<file path="src/rtl/otter_ctrl_pkg.sv">
// Shared encodings for the multicycle OTTER control unit: FSM states, opcodes,
// datapath mux-select enums, ALU operation constants and the control-word struct.
package otter_ctrl_pkg;

  typedef enum logic [3:0] {
    FETCH, DECODE, EXEC_R, EXEC_I, LOAD, STORE, BRANCH, JAL, JALR, LUI, AUIPC, HALT
  } state_t;

  localparam logic [6:0] OP_R      = 7'b0110011;
  localparam logic [6:0] OP_I      = 7'b0010011;
  localparam logic [6:0] OP_LOAD   = 7'b0000011;
  localparam logic [6:0] OP_STORE  = 7'b0100011;
  localparam logic [6:0] OP_BRANCH = 7'b1100011;
  localparam logic [6:0] OP_JAL    = 7'b1101111;
  localparam logic [6:0] OP_JALR   = 7'b1100111;
  localparam logic [6:0] OP_LUI    = 7'b0110111;
  localparam logic [6:0] OP_AUIPC  = 7'b0010111;

  typedef enum logic       {ADDR_PC, ADDR_ALU}                  addr_src_e;
  typedef enum logic [1:0] {REG_PC, REG_ALU, REG_MEM}           reg_src_e;
  typedef enum logic [1:0] {A_CURR_PC, A_OLD_PC, A_RS1, A_ZERO} alu_src_a_e;
  typedef enum logic [1:0] {B_RS2, B_IMMED, B_FOUR}             alu_src_b_e;
  typedef enum logic [2:0] {IMM_I, IMM_S, IMM_B, IMM_U, IMM_J}  imm_src_e;

  localparam logic [3:0] ALU_ADD = 4'b0000;

  // Shift-right is the only I-type op where inst[30] selects the operation.
  localparam logic [2:0] F3_SHIFT_RIGHT = 3'b101;

  localparam logic [2:0] F3_BEQ  = 3'b000;
  localparam logic [2:0] F3_BNE  = 3'b001;
  localparam logic [2:0] F3_BLT  = 3'b100;
  localparam logic [2:0] F3_BGE  = 3'b101;
  localparam logic [2:0] F3_BLTU = 3'b110;
  localparam logic [2:0] F3_BGEU = 3'b111;

  typedef struct packed {
    logic       mem_rd;
    logic       mem_we;
    logic       pc_update;
    logic       ir_write;
    addr_src_e  addr_src;
    reg_src_e   reg_src;
    logic       reg_write;
    imm_src_e   immed_src;
    alu_src_a_e alu_src_a;
    alu_src_b_e alu_src_b;
    logic [3:0] alu_op;
  } ctrl_t;

  function automatic logic branch_taken(input logic [2:0] f3, input logic eq,
                                        input logic lt, input logic ltu);
    case (f3)
      F3_BEQ:  return eq;
      F3_BNE:  return !eq;
      F3_BLT:  return lt;
      F3_BGE:  return !lt;
      F3_BLTU: return ltu;
      F3_BGEU: return !ltu;
      default: return 1'b0;
    endcase
  endfunction

endpackage

</file>
<file path="src/rtl/control_unit_if.sv">
// Control-unit <-> datapath/memory bundle: decoded instruction fields, branch flags,
// memory handshake and every datapath strobe. OTTER_ILLEGAL_INST_EN adds illegal_inst.
interface control_unit_if;
  logic [6:0] opcode;
  logic [2:0] funct3;
  logic       funct7_5;
  logic       br_eq;
  logic       br_lt;
  logic       br_ltu;
  logic       mem_valid;
  logic       mem_rd;
  logic       mem_we;
  logic       pcUpdate;
  logic       irWrite;
  logic       addrSrc;
  logic [1:0] regSrc;
  logic       regWrite;
  logic [2:0] immedSrc;
  logic [1:0] aluSrcA;
  logic [1:0] aluSrcB;
  logic [3:0] aluOp;
`ifdef OTTER_ILLEGAL_INST_EN
  logic       illegal_inst;
`endif

  modport master (
    input  opcode, funct3, funct7_5, br_eq, br_lt, br_ltu, mem_valid,
`ifdef OTTER_ILLEGAL_INST_EN
    output illegal_inst,
`endif
    output mem_rd, mem_we, pcUpdate, irWrite, addrSrc, regSrc, regWrite,
           immedSrc, aluSrcA, aluSrcB, aluOp
  );

  modport slave (
    output opcode, funct3, funct7_5, br_eq, br_lt, br_ltu, mem_valid,
`ifdef OTTER_ILLEGAL_INST_EN
    input  illegal_inst,
`endif
    input  mem_rd, mem_we, pcUpdate, irWrite, addrSrc, regSrc, regWrite,
           immedSrc, aluSrcA, aluSrcB, aluOp
  );
endinterface

</file>
<file path="src/rtl/control_unit_alu_decoder.sv">
// ALU operation decode from the latched instruction fields; purely combinational.
module alu_decoder
  import otter_ctrl_pkg::*;
(
  input  logic [6:0] opcode_i,
  input  logic [2:0] funct3_i,
  input  logic       funct7_5_i,
  output logic [3:0] alu_op_o
);

  always_comb begin
    // NOTE: every always_comb output gets a default first, so no path leaves it unassigned (no latch).
    alu_op_o = ALU_ADD;
    case (opcode_i)
      OP_R: alu_op_o = {funct7_5_i, funct3_i};
      // For I-type, inst[30] is immediate data except in the shift-right encodings.
      OP_I: alu_op_o = (funct3_i == F3_SHIFT_RIGHT) ? {funct7_5_i, funct3_i}
                                                    : {1'b0, funct3_i};
      default: alu_op_o = ALU_ADD;
    endcase
  end

endmodule

</file>
<file path="src/rtl/control_unit.sv">
// Multicycle OTTER control FSM: state register plus combinational strobe decode.
// Define OTTER_ILLEGAL_INST_EN to trap unknown opcodes in a HALT state with illegal_inst=1.
module control_unit
  import otter_ctrl_pkg::*;
(
  input  logic          clk,
  input  logic          rst,
  control_unit_if.master bus
);

  state_t     state_q, state_d;
  ctrl_t      ctrl;
  logic [3:0] dec_alu_op;

  alu_decoder u_alu_decoder (
    .opcode_i   (bus.opcode),
    .funct3_i   (bus.funct3),
    .funct7_5_i (bus.funct7_5),
    .alu_op_o   (dec_alu_op)
  );

  // NOTE: rst is sampled only on the clock edge (synchronous), and state uses non-blocking assignment.
  always_ff @(posedge clk) begin
    if (rst) state_q <= FETCH;
    else     state_q <= state_d;
  end

  always_comb begin
    state_d = state_q;
    case (state_q)
      FETCH:  if (bus.mem_valid) state_d = DECODE;
      DECODE: begin
        case (bus.opcode)
          OP_R:      state_d = EXEC_R;
          OP_I:      state_d = EXEC_I;
          OP_LOAD:   state_d = LOAD;
          OP_STORE:  state_d = STORE;
          OP_BRANCH: state_d = BRANCH;
          OP_JAL:    state_d = JAL;
          OP_JALR:   state_d = JALR;
          OP_LUI:    state_d = LUI;
          OP_AUIPC:  state_d = AUIPC;
`ifdef OTTER_ILLEGAL_INST_EN
          default:   state_d = HALT;
`else
          default:   state_d = FETCH;
`endif
        endcase
      end
      LOAD, STORE: if (bus.mem_valid) state_d = FETCH;
`ifdef OTTER_ILLEGAL_INST_EN
      HALT:    state_d = HALT;
`endif
      default: state_d = FETCH;
    endcase
  end

  // Strobes follow the current state and inputs; the IR still holds the previous
  // instruction during FETCH, so the ALU op is only taken from the decoder in EXEC_R/EXEC_I.
  always_comb begin
    ctrl = '0;
    if (!rst) begin
      case (state_q)
        FETCH: begin
          ctrl.mem_rd   = 1'b1;
          ctrl.addr_src = ADDR_PC;
          if (bus.mem_valid) begin
            ctrl.ir_write  = 1'b1;
            ctrl.pc_update = 1'b1;
            ctrl.alu_src_a = A_CURR_PC;
            ctrl.alu_src_b = B_FOUR;
            ctrl.alu_op    = ALU_ADD;
          end
        end
        EXEC_R: begin
          ctrl.alu_src_a = A_RS1;
          ctrl.alu_src_b = B_RS2;
          ctrl.alu_op    = dec_alu_op;
          ctrl.reg_write = 1'b1;
          ctrl.reg_src   = REG_ALU;
        end
        EXEC_I: begin
          ctrl.alu_src_a = A_RS1;
          ctrl.alu_src_b = B_IMMED;
          ctrl.immed_src = IMM_I;
          ctrl.alu_op    = dec_alu_op;
          ctrl.reg_write = 1'b1;
          ctrl.reg_src   = REG_ALU;
        end
        LOAD: begin
          ctrl.mem_rd    = 1'b1;
          ctrl.addr_src  = ADDR_ALU;
          ctrl.alu_src_a = A_RS1;
          ctrl.alu_src_b = B_IMMED;
          ctrl.immed_src = IMM_I;
          ctrl.alu_op    = ALU_ADD;
          if (bus.mem_valid) begin
            ctrl.reg_write = 1'b1;
            ctrl.reg_src   = REG_MEM;
          end
        end
        STORE: begin
          ctrl.mem_we    = 1'b1;
          ctrl.addr_src  = ADDR_ALU;
          ctrl.alu_src_a = A_RS1;
          ctrl.alu_src_b = B_IMMED;
          ctrl.immed_src = IMM_S;
          ctrl.alu_op    = ALU_ADD;
        end
        BRANCH: begin
          if (branch_taken(bus.funct3, bus.br_eq, bus.br_lt, bus.br_ltu)) begin
            ctrl.pc_update = 1'b1;
            ctrl.alu_src_a = A_OLD_PC;
            ctrl.alu_src_b = B_IMMED;
            ctrl.immed_src = IMM_B;
            ctrl.alu_op    = ALU_ADD;
          end
        end
        JAL: begin
          ctrl.reg_write = 1'b1;
          ctrl.reg_src   = REG_PC;
          ctrl.pc_update = 1'b1;
          ctrl.alu_src_a = A_OLD_PC;
          ctrl.alu_src_b = B_IMMED;
          ctrl.immed_src = IMM_J;
          ctrl.alu_op    = ALU_ADD;
        end
        JALR: begin
          // rs1 is read before the edge, so rd==rs1 still jumps to the old rs1 value.
          ctrl.reg_write = 1'b1;
          ctrl.reg_src   = REG_PC;
          ctrl.pc_update = 1'b1;
          ctrl.alu_src_a = A_RS1;
          ctrl.alu_src_b = B_IMMED;
          ctrl.immed_src = IMM_I;
          ctrl.alu_op    = ALU_ADD;
        end
        LUI: begin
          ctrl.reg_write = 1'b1;
          ctrl.reg_src   = REG_ALU;
          ctrl.alu_src_a = A_ZERO;
          ctrl.alu_src_b = B_IMMED;
          ctrl.immed_src = IMM_U;
          ctrl.alu_op    = ALU_ADD;
        end
        AUIPC: begin
          ctrl.reg_write = 1'b1;
          ctrl.reg_src   = REG_ALU;
          ctrl.alu_src_a = A_OLD_PC;
          ctrl.alu_src_b = B_IMMED;
          ctrl.immed_src = IMM_U;
          ctrl.alu_op    = ALU_ADD;
        end
        default: ctrl = '0;
      endcase
    end
  end

  assign bus.mem_rd   = ctrl.mem_rd;
  assign bus.mem_we   = ctrl.mem_we;
  assign bus.pcUpdate = ctrl.pc_update;
  assign bus.irWrite  = ctrl.ir_write;
  assign bus.addrSrc  = ctrl.addr_src;
  assign bus.regSrc   = ctrl.reg_src;
  assign bus.regWrite = ctrl.reg_write;
  assign bus.immedSrc = ctrl.immed_src;
  assign bus.aluSrcA  = ctrl.alu_src_a;
  assign bus.aluSrcB  = ctrl.alu_src_b;
  assign bus.aluOp    = ctrl.alu_op;

`ifdef OTTER_ILLEGAL_INST_EN
  assign bus.illegal_inst = !rst && (state_q == HALT);
`endif

endmodule
</file>
<file path="src/flat_wrapper.sv">
// flat-port wrapper written by rule: the top's interface ports become plain ports
module control_unit_flat import otter_ctrl_pkg::*;
  (clk, rst, bus_opcode, bus_funct3, bus_funct7_5, bus_br_eq, bus_br_lt, bus_br_ltu, bus_mem_valid, bus_mem_rd, bus_mem_we, bus_pcUpdate, bus_irWrite, bus_addrSrc, bus_regSrc, bus_regWrite, bus_immedSrc, bus_aluSrcA, bus_aluSrcB, bus_aluOp);
  control_unit_if bus_i ();
  input  logic clk;
  input  logic rst;
  input wire logic [$bits(bus_i.opcode)-1:0] bus_opcode;
  input wire logic [$bits(bus_i.funct3)-1:0] bus_funct3;
  input wire logic [$bits(bus_i.funct7_5)-1:0] bus_funct7_5;
  input wire logic [$bits(bus_i.br_eq)-1:0] bus_br_eq;
  input wire logic [$bits(bus_i.br_lt)-1:0] bus_br_lt;
  input wire logic [$bits(bus_i.br_ltu)-1:0] bus_br_ltu;
  input wire logic [$bits(bus_i.mem_valid)-1:0] bus_mem_valid;
  output wire logic [$bits(bus_i.mem_rd)-1:0] bus_mem_rd;
  output wire logic [$bits(bus_i.mem_we)-1:0] bus_mem_we;
  output wire logic [$bits(bus_i.pcUpdate)-1:0] bus_pcUpdate;
  output wire logic [$bits(bus_i.irWrite)-1:0] bus_irWrite;
  output wire logic [$bits(bus_i.addrSrc)-1:0] bus_addrSrc;
  output wire logic [$bits(bus_i.regSrc)-1:0] bus_regSrc;
  output wire logic [$bits(bus_i.regWrite)-1:0] bus_regWrite;
  output wire logic [$bits(bus_i.immedSrc)-1:0] bus_immedSrc;
  output wire logic [$bits(bus_i.aluSrcA)-1:0] bus_aluSrcA;
  output wire logic [$bits(bus_i.aluSrcB)-1:0] bus_aluSrcB;
  output wire logic [$bits(bus_i.aluOp)-1:0] bus_aluOp;
  assign bus_i.opcode = bus_opcode;
  assign bus_i.funct3 = bus_funct3;
  assign bus_i.funct7_5 = bus_funct7_5;
  assign bus_i.br_eq = bus_br_eq;
  assign bus_i.br_lt = bus_br_lt;
  assign bus_i.br_ltu = bus_br_ltu;
  assign bus_i.mem_valid = bus_mem_valid;
  assign bus_mem_rd = bus_i.mem_rd;
  assign bus_mem_we = bus_i.mem_we;
  assign bus_pcUpdate = bus_i.pcUpdate;
  assign bus_irWrite = bus_i.irWrite;
  assign bus_addrSrc = bus_i.addrSrc;
  assign bus_regSrc = bus_i.regSrc;
  assign bus_regWrite = bus_i.regWrite;
  assign bus_immedSrc = bus_i.immedSrc;
  assign bus_aluSrcA = bus_i.aluSrcA;
  assign bus_aluSrcB = bus_i.aluSrcB;
  assign bus_aluOp = bus_i.aluOp;
  control_unit u_core (.clk(clk), .rst(rst), .bus(bus_i));
endmodule
</file>
<file path="config.mk">
export PLATFORM = sky130hd
export DESIGN_NAME = control_unit_flat
export DESIGN_NICKNAME = d
export VERILOG_FILES = /design/src/rtl/otter_ctrl_pkg.sv /design/src/rtl/control_unit_if.sv /design/src/rtl/control_unit_alu_decoder.sv /design/src/rtl/control_unit.sv /design/src/flat_wrapper.sv
export SDC_FILE = /design/constraint.sdc
export NUM_CORES = 1
export LEC_CHECK = 0
export CAP_MARGIN = 20
export CELL_PAD_IN_SITES_DETAIL_PLACEMENT = 1
export CELL_PAD_IN_SITES_GLOBAL_PLACEMENT = 1
export CORE_ASPECT_RATIO = 0.8
export CORE_MARGIN = 1
export CORE_UTILIZATION = 26
export DETAILED_ROUTE_END_ITERATION = 8
export GPL_TIMING_DRIVEN = 0
export PLACE_DENSITY_LB_ADDON = 0.1
export SLEW_MARGIN = 20
export SYNTH_ARGS = -nofsm -noshare
export SYNTH_HDL_FRONTEND = slang
export SYNTH_SLANG_ARGS = --single-unit
</file>
<file path="constraint.sdc">
create_clock -name clk -period 1.58 [get_ports clk]
set_input_delay 0.316 -clock clk [delete_from_list [all_inputs] [get_ports clk]]
set_output_delay 0.316 -clock clk [all_outputs]
set_load 0.05 [all_outputs]
</file>
Word-level counts from Yosys, hierarchy flattened
Index checks and enable logic that the tools add are counted.

Muxes and demuxes: 23. Equal/unequal tests: 26. Reductions and logical operators: 13.

Operators by type and width (number): one-hot mux 8 bit (7 select lines) (1); one-hot mux 4 bit (9 select lines) (1); == test 7 x 6 -> 1 bit (second input constant) (3); == test 7 bit (second input constant) (3); 2-to-1 mux 19 bit (1); == test 4 x 3 -> 1 bit (second input constant) (4); == test 7 x 5 -> 1 bit (second input constant) (2); == test 3 bit (second input constant) (4); == test 4 bit (second input constant) (3); 2-to-1 mux 4 bit (3); one-hot mux 3 bit (4 select lines) (1); one-hot mux 4 bit (3 select lines) (1); 2-to-1 mux 10 bit (1); OR reduction 2 bit (5); one-hot mux 3 bit (3 select lines) (1); == test 4 x 2 -> 1 bit (second input constant) (2); one-hot mux 4 bit (2 select lines) (1); == test 7 x 2 -> 1 bit (second input constant) (1); 2-to-1 mux 1 bit (7); 2-to-1 mux 6 bit (1); one-hot mux 1 bit (6 select lines) (1); == test 4 x 1 -> 1 bit (second input constant) (1); logical NOT 4 bit (1); OR reduction 4 bit (1); other kinds (10) (12).

Input port bits: 17. Logic and storage cells: 63. Output and inout bits: 19. Flip-flop bits (word level): 4.

Longest topological paths before layout
Word-level depth: 7. Mapped depth: 5.

Hierarchy
A second synthesis with hierarchy kept.

Cells, all modules: 113. Area, all modules: 759.5 um^2.

Modules (own cells, without submodules): control_unit (cells each 102, times used 1, area an instance 678.2 um^2); alu_decoder (cells each 11, times used 1, area an instance 81.3 um^2).

Worst setup path after synthesis
OpenSTA, ideal clock, no wires.

Kind: register to output. From: register u_core.state_q[2]. To: output port bus_aluOp[3]. Required time: 1264 ps. Path buffers: 0. Setup slack: -1135 ps. Data arrival time: 2399 ps. Stages on the path, launching flop included: 4. Path through: dfxtp_1 -> nor3_1 -> nor4b_1 -> nor4bb_1.

Longest elaborated chain between the ends: 4. Elaborated cells between the ends (all ways): 14. Classes of those cells: eq/ne: 9; mux: 2; reduce/logical: 3.

Ends and longest elaborated chain: start, declared (line control_unit.sv:11) `state_t state_q, state_d;`; start signal, assigned (line control_unit.sv:25) `else state_q <= state_d;`; == test 4 bit or == test 4 x 3 -> 1 bit (tied branches) (line control_unit.sv:63) `case (state_q)`; OR reduction 3 bit (no source line) or OR reduction 2 bit (tied branches); one-hot mux 8 bit (7 select lines) (*) (line control_unit.sv:63); 2-to-1 mux 19 bit (*) (line control_unit.sv:62) `if (!rst) begin`; end, declared (line flat_wrapper.sv:24) `output wire logic [$bits(bus_i.aluOp)-1:0] bus_aluOp;`.

Mark *: on every way between the ends. The rest lies on a longest branch, timed or not.

Worst setup path in the final report
From: register u_core.state_q[3]. To: output port bus_aluOp[0].

Same word-level chain as after synthesis.

==> flow_summary.yaml <==
pwr:
  ir_drop_uv: 410
  powerDensity_nw_per_um2: 284
  power_mw: 0.523
  p_leak_nw: 0.717
global_routing:
  grt_pass1_wl_um: 6780
  grt_pass1_vias: 1244
  busiest_layer: "met2"
  antenna_found_initial: 0
  grt.total_usage_pct: 31.4
  grt_max_degree: 11
  use_met1_pct: 39.4
  grt-ovfl-total: 0
  grtUsageMet3_pct: 4.24
  use_met2_pct: 48.7
critical_path:
  max_stage_delay_ns: 0.37
  cpMaxStageDelayCell: "dfxtp_4"
  critPathMaxFanout: 6
  cp.buffers_inverters: 2
  startpoint_type: "register"
  worstPathArrival_ns: 1.89
  crit_type: "register to primary output"
  crit_path_frequent_cell: "buf_6"
  cp_top_family: "simple AND/OR/NAND/NOR gates"
  path_cells: "nor3_4 > nor4b_4 > nand4_1 > buf_6 > nor2_4 > buf_6"
  required_ns: 1.26
  end_kind: "primary output"
die:
  die-height_um: 48.8
  pin_count: 36
  row_count: 16
  dieArea_um2: 2960
  start_util_pct: 28.3
  core_area_um2: 2520
  dieWidth_um: 60.6
synth:
  synthSimpleGateAreaFrac_pct: 47.0
  synth_fa_ha_area_share_pct: 0
  yosysSeqAreaShare_pct: 11.2
  yosysUniqueCellTypes: 40
  syn_inst: 110
  synth_top_area_share_pct: 11.2
  synth.mux.area_fraction_pct: 0
  synth.cell_area_um2: 713
  synthTopCellsByArea: "dfxtp_1 11%, a21oi_1 8.4%, nor2_1 7.9%, nor3_1 4.9%, buf_6 4.7%"
  synth_nets: 127
  avgSynthCellArea_um2: 6.48
  ys.warnings.count: 0
  synth_compound_area_share_pct: 24.0
  synthXorXnorAreaFrac_pct: 4.91
  synth-seq-cells: 4
  synth_top_family_by_area: "simple AND/OR/NAND/NOR gates"
  yosysTopAreaCell: "dfxtp_1"
clock_tree:
  clkLatencyLatePin_ns: 0.25
  numClockSinks: 4
  cts_buffer_depth: 2
  hold_buffers: 0
  cts_root_buf: "clkbuf_4"
  cts_tree: "built"
  cts-buffers-inserted: 3
  clk_pin_slew_ns: 0.04
  htree_num_levels: 1
timing:
  clock_skew_ns: 0.00275
  tightest_slew_ns: 0.406
  clock.fmax_mhz: 454
  setup_viol: 19
  timing.final.crit_share_pct: 139
  post-route-min-period_ns: 2.20
  rsz0062_at_grt: "true"
  finalHoldViolCount: 0
  setup_ws_ns: -0.621
  relSlewSlack_pct: 72.8
  drv_slew: 0
finish:
  reg_top3: "u_core.state_q: 4 flops"
  diodes: 0
  final_common_cell: "buf_6"
  drive_above_1_share_pct: 65.9
  num-nets-final: 189
  syn_to_final_growth_pct: 158
  top_register: "u_core.state_q"
  fillers: 257
  most-common-layout-cells: "24 x buf_6, 16 x buf_4, 6 x inv_1, 6 x nor2_1, 6 x buf_8"
  stdcell_count: 206
  largest_reg_flops: 4
flow_run:
  max_cap_viol_count: 0
min_path:
  hp-class: "input pin to register"
detailed_routing:
  drt-total-wl_um: 5530
  routed-via-count: 1249
  drc_errors: 0
  firstDrtPassIters: 4
  drt_iter0_markers: 49
  via_per_inst: 6.06
  post_drt_wl_per_cell_um: 26.9
  ant_nets: 0
placement:
  post-dp-hpwl_um: 2130
  placed_cells: 178
  place.gp.congestion: 0.814
  io_buffer_count: 32
run_status:
  violations: "setup timing"
  status: "finished with violations"
==> cells by family after synthesis <==
family,after synthesis
buffers and inverters,16
flip-flops,4
AO/OA/AOI/OAI,27
AND/OR/NAND/NOR,59
XOR/XNOR,4
==> synthesized netlist by cell type <==
| cell | n |
|---|---|
| nor2_1 | 15 |
| nor4b_1 | 3 |
| o31ai_1 | 2 |
| nor2b_1 | 4 |
| o221a_2 | 1 |
| nand2_1 | 5 |
| clkbuf_2 | 1 |
| xor2_1 | 3 |
| nor3b_1 | 2 |
| nand4b_1 | 1 |
| nand4_1 | 3 |
| a22o_1 | 1 |
| or4b_1 | 1 |
| o211ai_1 | 1 |
| a21oi_1 | 12 |
| o2111ai_1 | 1 |
| dfxtp_1 | 4 |
| xnor2_1 | 1 |
| o311ai_1 | 1 |
| nand2b_1 | 5 |
| or4_1 | 1 |
| and2b_1 | 1 |
| nor4_1 | 2 |
| a22oi_1 | 1 |
| o22ai_1 | 1 |
| a41oi_1 | 1 |
| inv_1 | 7 |
| buf_4 | 2 |
| nand3_1 | 1 |
| clkbuf_1 | 3 |
| and3_1 | 3 |
| or3_1 | 1 |
| nand3b_1 | 1 |
| or2_2 | 1 |
| nor4bb_1 | 1 |
| nor3_1 | 7 |
| and4_1 | 1 |
| o21ai_0 | 4 |
| o32ai_1 | 1 |
| buf_6 | 3 |
==> metrics by stage <==
step / hold WS [ns] / worst slack (ns) / setup TNS (ns) / util, % / area (um^2)
3_5_place_dp: 0.548 / -1.68 / -23.50 / 52.8 / 1330
6_report: 0.299 / -0.621 / -6.26 / 73.0 / 1840
3_3_place_gp: 0.543 / -1.64 / -22.65 / 52.8 / 1330
4_1_cts: 0.287 / -0.384 / -3.46 / 67.1 / 1690
5_1_grt: 0.303 / -0.655 / -6.99 / 73.0 / 1840
2_1_floorplan: 0.496 / -0.184 / -1.22 / - / 966
==> final timing paths <==
kind,slack (ns),startpoint,endpoint,depth (start not counted)
worst max-delay path,-0.62,u_core.state_q[3]$_SDFFE_PP0P_,bus_aluOp[0],6
worst min-delay path,0.30,bus_opcode[3],u_core.state_q[3]$_SDFFE_PP0P_,2
worst max register to register,0.08,u_core.state_q[3]$_SDFFE_PP0P_,u_core.state_q[3]$_SDFFE_PP0P_,5
worst min register to register,0.76,u_core.state_q[1]$_SDFFE_PP0P_,u_core.state_q[0]$_SDFFE_PP0P_,3
==> report_power, final <==
part	switching [mW]	total [mW]	internal [mW]	leakage [nW]
combinational	0.158	0.275	0.117	0.668
sequential	0.00512	0.105	0.0996	0.0352
clock	0.0568	0.143	0.0859	0.0138
total	0.220	0.523	0.303	0.717
==> metal layers <==
| layer | up-vias | wire length, um |
|---|---|---|
| met2 | 92 | 2640 |
| met5 | - | 0 |
| met1 | 585 | 2000 |
| li1 | 530 | - |
| met3 | 42 | 459 |
| met4 | 0 | 435 |
==> layout make-up <==
type                       count  area [um^2]  share of cell area, %
multi-input combinational     90          936                   50.8
tap                           36         45.0                   2.45
buffer                         9          141                   7.68
sequential                     4         92.6                   5.03
clock buffer                   3         22.5                   1.22
inverter                       7         26.3                   1.43
timing repair buffer          57          577                   31.3
==> what timing repair did <==
action | CTS | global route
buffers inserted | 15 | 10
gates resized for setup | 195 | 23
hold endpoints to repair | 0 | 0
endpoints found under the setup margin | 20 | 19
pin swaps | 19 | 11
Note: power is estimated with default switching activity, not from simulation.
